$ cat config.mk
export PLATFORM = sky130hd
export DESIGN_NAME = stack_front
export DESIGN_NICKNAME = d
export VERILOG_FILES = /design/src/rtl/stack_pkg.sv /design/src/rtl/stack_front.sv
export SDC_FILE = /design/constraint.sdc
export NUM_CORES = 1
export LEC_CHECK = 0
export ABC_AREA = 1
export CAP_MARGIN = 20
export CELL_PAD_IN_SITES_DETAIL_PLACEMENT = 1
export CELL_PAD_IN_SITES_GLOBAL_PLACEMENT = 1
export CORE_MARGIN = 10
export CORE_UTILIZATION = 30
export DETAILED_ROUTE_END_ITERATION = 10
export PLACE_DENSITY = 0.81
export SYNTH_ARGS = -nofsm -noshare
export SYNTH_HDL_FRONTEND = slang
export SYNTH_SLANG_ARGS = --single-unit
$ cat constraint.sdc
create_clock -name clk -period 4.45 [get_ports clk]
set_input_delay 0.89 -clock clk [delete_from_list [all_inputs] [get_ports clk]]
set_output_delay 0.89 -clock clk [all_outputs]
set_load 0.05 [all_outputs]
$ cat src/rtl/stack_pkg.sv
// stack_front shared definitions.
// Delta encodings, FSM states and capacity helper.
package stack_pkg;

  localparam logic [1:0] DELTA_NONE = 2'b00;
  localparam logic [1:0] DELTA_PUSH = 2'b01;
  localparam logic [1:0] DELTA_POP  = 2'b11;
  localparam logic [1:0] DELTA_POP2 = 2'b10;

  typedef enum logic {
    IDLE = 1'b0,
    POP2 = 1'b1
  } state_e;

  // Memory entries plus the T register.
  function automatic int unsigned capacity(input int unsigned depth_log2);
    return (32'd1 << depth_log2) + 32'd1;
  endfunction

endpackage

$ cat src/rtl/stack_front.sv
// Top-of-stack front end for a j1a stack.
// Holds T, tracks depth, drives memory push/pop strobes.
module stack_front
  import stack_pkg::*;
#(
  parameter int WIDTH = 16,
  parameter int DEPTH = 4
) (
  input  logic             clk,
  input  logic             resetq,
  input  logic             op_valid,
  output logic             op_ready,
  input  logic [1:0]       op_delta,
  input  logic             op_wr,
  input  logic [WIDTH-1:0] op_data,
  input  logic             clr_err,
  output logic [WIDTH-1:0] tos,
  output logic [DEPTH:0]   depth,
  output logic             empty,
  output logic             full,
  output logic             err_over,
  output logic             err_under,
  output logic             stk_push,
  output logic             stk_pop,
  output logic [WIDTH-1:0] stk_din,
  input  logic [WIDTH-1:0] stk_dout
);

  localparam logic [DEPTH:0] CAP = (DEPTH+1)'(capacity(DEPTH));
  localparam logic [DEPTH:0] ONE = (DEPTH+1)'(1);
  localparam logic [DEPTH:0] TWO = (DEPTH+1)'(2);

  state_e           state_q, state_d;
  logic [WIDTH-1:0] tos_q, tos_d;
  logic [DEPTH:0]   depth_q, depth_d;
  logic             err_over_q, err_over_d;
  logic             err_under_q, err_under_d;
  logic             set_over, set_under;
  logic             full_w, empty_w;

  assign full_w    = (depth_q == CAP);
  assign empty_w   = (depth_q == '0);
  assign op_ready  = (state_q == IDLE);
  assign tos       = tos_q;
  assign depth     = depth_q;
  assign empty     = empty_w;
  assign full      = full_w;
  assign err_over  = err_over_q;
  assign err_under = err_under_q;
  assign stk_din   = tos_q;

  // Next-state, strobes and error detection for one op or POP2 step.
  always_comb begin
    state_d   = state_q;
    tos_d     = tos_q;
    depth_d   = depth_q;
    set_over  = 1'b0;
    set_under = 1'b0;
    stk_push  = 1'b0;
    stk_pop   = 1'b0;
    if (state_q == POP2) begin
      state_d = IDLE;
      if (depth_q == ONE) begin
        tos_d   = '0;
        depth_d = '0;
      end else begin
        stk_pop = 1'b1;
        tos_d   = stk_dout;
        depth_d = depth_q - ONE;
      end
    end else if (op_valid) begin
      unique case (op_delta)
        DELTA_NONE: begin
          if (op_wr) begin
            tos_d = op_data;
            if (empty_w) depth_d = ONE;
          end
        end
        DELTA_PUSH: begin
          if (full_w) begin
            set_over = 1'b1;
          end else begin
            stk_push = !empty_w;
            tos_d    = op_data;
            depth_d  = depth_q + ONE;
          end
        end
        DELTA_POP: begin
          if (empty_w) begin
            set_under = 1'b1;
          end else if (depth_q == ONE) begin
            tos_d   = '0;
            depth_d = '0;
          end else begin
            stk_pop = 1'b1;
            tos_d   = stk_dout;
            depth_d = depth_q - ONE;
          end
        end
        DELTA_POP2: begin
          if (depth_q < TWO) begin
            set_under = 1'b1;
          end else begin
            stk_pop = 1'b1;
            depth_d = depth_q - ONE;
            state_d = POP2;
          end
        end
        default: ;
      endcase
    end
    err_over_d  = set_over | (err_over_q & ~clr_err);
    err_under_d = set_under | (err_under_q & ~clr_err);
  end

  // State registers with async active-low reset.
  always_ff @(posedge clk or negedge resetq) begin
    if (!resetq) begin
      state_q     <= IDLE;
      tos_q       <= '0;
      depth_q     <= '0;
      err_over_q  <= 1'b0;
      err_under_q <= 1'b0;
    end else begin
      state_q     <= state_d;
      tos_q       <= tos_d;
      depth_q     <= depth_d;
      err_over_q  <= err_over_d;
      err_under_q <= err_under_d;
    end
  end

endmodule

==> results.json <==
{
  "status": "finished clean",
  "synth_common_cells": "nand2_1, nand3_1, dfrtp_1",
  "seq_area_frac_synth": 0.333,
  "synth_most_common_cell": "nand2_1",
  "route.detailed.wl_per_inst_um": 16.0,
  "synth_ff_type": "dfrtp_1",
  "fmax_mhz": 273,
  "dp_hpwl_um": 5240,
  "nets": 379,
  "viasPerCell": 4.71,
  "p_comb_frac": 0.725,
  "crit_required_ns": 3.56,
  "rsz0062_at_grt": "no",
  "design_area_mm2": 0.00263,
  "synth_edf_count": 0,
  "yosysTopAreaCellShare": 0.333,
  "cts_root_buf": "clkbuf_8",
  "core-area_mm2": 0.00589,
  "ys_types": 23,
  "die_area_mm2": 0.00952,
  "num_vias": 1912,
  "clock_path_buffers": 2,
  "cts_tree": "built",
  "grt_pass1_wl_um": 10700,
  "io-pin-count": 83,
  "synthCells": 267,
  "htree_levels": 1,
  "layout-drive-gt1-share": 0.0574,
  "final_antenna_net_count": 0,
  "startpoint_type": "input pin",
  "finalPower_mw": 2.05,
  "hp-class": "flip-flop to flip-flop",
  "vdd_ir_drop_max_mv": 0.344,
  "clk_latency_ns": 0.27,
  "min_period_over_period": 0.823,
  "rows": 28,
  "grt_pass1_vias": 2017,
  "holdBufCountCts": 0,
  "post-route-min-period_ns": 3.66,
  "cts_buffers": 3,
  "netlist_area_mm2": 0.00180,
  "antenna_found_initial": 0,
  "critPathKind": "input pin to primary output",
  "initial_utilization": 0.307,
  "drc_errors": 0,
  "port-buffer-count": 82,
  "p_sw_frac": 0.585,
  "setup_viol": 0,
  "cp.arrival_ns": 2.77,
  "drv_slew": 0,
  "avgSynthCellArea_um2": 6.76,
  "grt_max_degree": 26,
  "pwr-share-clk": 0.074,
  "dr.pass1.iters": 4,
  "die-width_um": 97.6,
  "maxSlewHeadroom": 0.381,
  "ys_ff_latch": 24,
  "maxCapViolCount": 0,
  "grtUsageTotal": 0.134,
  "switchingPower_mw": 1.20,
  "cts-resized-gates": 0,
  "p_int_mw": 0.850,
  "synthArstFlopShare": 1.00,
  "synth.largest_area_cell": "dfrtp_1",
  "grt_overflow_total": 0,
  "p_seq_frac": 0.201,
  "drt_iter0_drc": 51,
  "yosysWarnings": 0,
  "synth_nets": 314,
  "fin_ws_ns": 0.789,
  "tightest_slew_ns": 0.926,
  "synthTopCellsByArea": "dfrtp_1, nand2_1, nand3_1",
  "area_growth_pct": 45.6,
  "tns_ns": 0,
  "hold_violations": 0,
  "routed_wl_um": 6500,
  "die_h_um": 97.6,
  "power.density_mw_per_mm2": 779,
  "critPathMaxFanout": 6,
  "gp_congestion": 0.847,
  "post_cts.repair.setup_buffers": 0,
  "diodes": 0,
  "placed_area_mm2": 0.00257,
  "pre_cts_slack_ns": 0.776,
  "cp-end-kind": "primary output",
  "clk_pin_slew_ns": 0.08,
  "leakagePower_nw": 1.31,
  "clock_sinks": 24,
  "clock_skew_ns": 0.00822
}
## worst max-delay path: stages
cell             delay (ns)
clkdlybuf4s50_1        0.45
inv_1                  0.09
ha_1                   0.18
inv_1                  0.11
nor3_1                 0.21
clkdlybuf4s50_1        0.84
## cell families (layout without fill, tap and decap cells)
kind of cell               count (synthesis)  count (layout)  share of synthesized area
AOI/OAI and AO/OA                         16              16                     0.0451
xor gates and xnor gates                   2               2                    0.00971
adders and majority gates                  8               8                     0.0555
buffers and inverters                     46             110                      0.145
DFF                                       24              24                      0.333
and+or+nand+nor                          171             171                      0.412
## placed cells by master (no fill, tap or decap)
cell,Yosys,routed
a21oi_1,5,5
buf_12,0,1
buf_4,18,3
clkbuf_8,0,4
clkdlybuf4s50_1,0,81
clkinv_1,1,1
dfrtp_1,24,24
ha_1,8,8
inv_1,16,16
inv_2,3,3
inv_4,1,1
nand2_1,109,109
nand2_2,1,1
nand2_4,1,1
nand3_1,47,47
nand3_2,2,2
nor2_1,6,6
nor2_2,1,1
nor2_4,2,2
nor3_1,2,2
o21ai_0,10,10
o22ai_1,1,1
xor2_1,2,2
## final cells by class
class | instances | area [um2]
well taps | 75 | 93.8
fillers | 770 | 3260
repair buffers | 85 | 853
flip-flops and latches | 24 | 601
multi-input cells | 197 | 942
inverters | 21 | 81.3
clock buffers | 4 | 55.1
## worst paths after layout
check	end	start	cells past startpoint	slack, ns
setup / recovery	stk_push	op_delta[1]	6	0.79
hold / removal	stk_din[1]	stk_din[1]	2	0.51
setup reg to reg	depth[2]	depth[0]	12	2.45
hold reg to reg	stk_din[1]	stk_din[1]	2	0.51
max in group asynchronous	state_q	resetq	2	2.69
min in group asynchronous	stk_din[7]	resetq	1	1.13
## metrics by stage
stage          hold slack (ns)   util  std cells
6_report                 0.507  0.446        406
3_5_place_dp             0.491  0.437        402
4_1_cts                  0.517  0.446        406
2_1_floorplan            0.594      -        267
3_3_place_gp             0.479  0.437        402
5_1_grt                  0.548  0.446        406
## sequential cells by signal (all words and copies together), names as in the netlist
| signal | count |
|---|---|
| err_over | 1 |
| depth | 5 |
| err_under | 1 |
| state_q | 1 |
| stk_din | 16 |
## power by group through the flow
stage	registers, mW	logic, mW	clock network [mW]
2_1_floorplan	0.703	0.784	0
3_3_place_gp	0.409	1.48	0
3_5_place_dp	0.415	1.50	0
6_report	0.411	1.48	0.152
4_1_cts	0.411	1.50	0.158
5_1_grt	0.428	1.58	0.168
## routing by layer
metal	GRT usage	vias up	routed length, um
li1	-	958	-
met1	0.161	903	2940
met2	0.235	47	3210
met3	0.0327	4	279
met4	0.0235	0	73
met5	0	-	0
(Power assumes the default switching activity.)
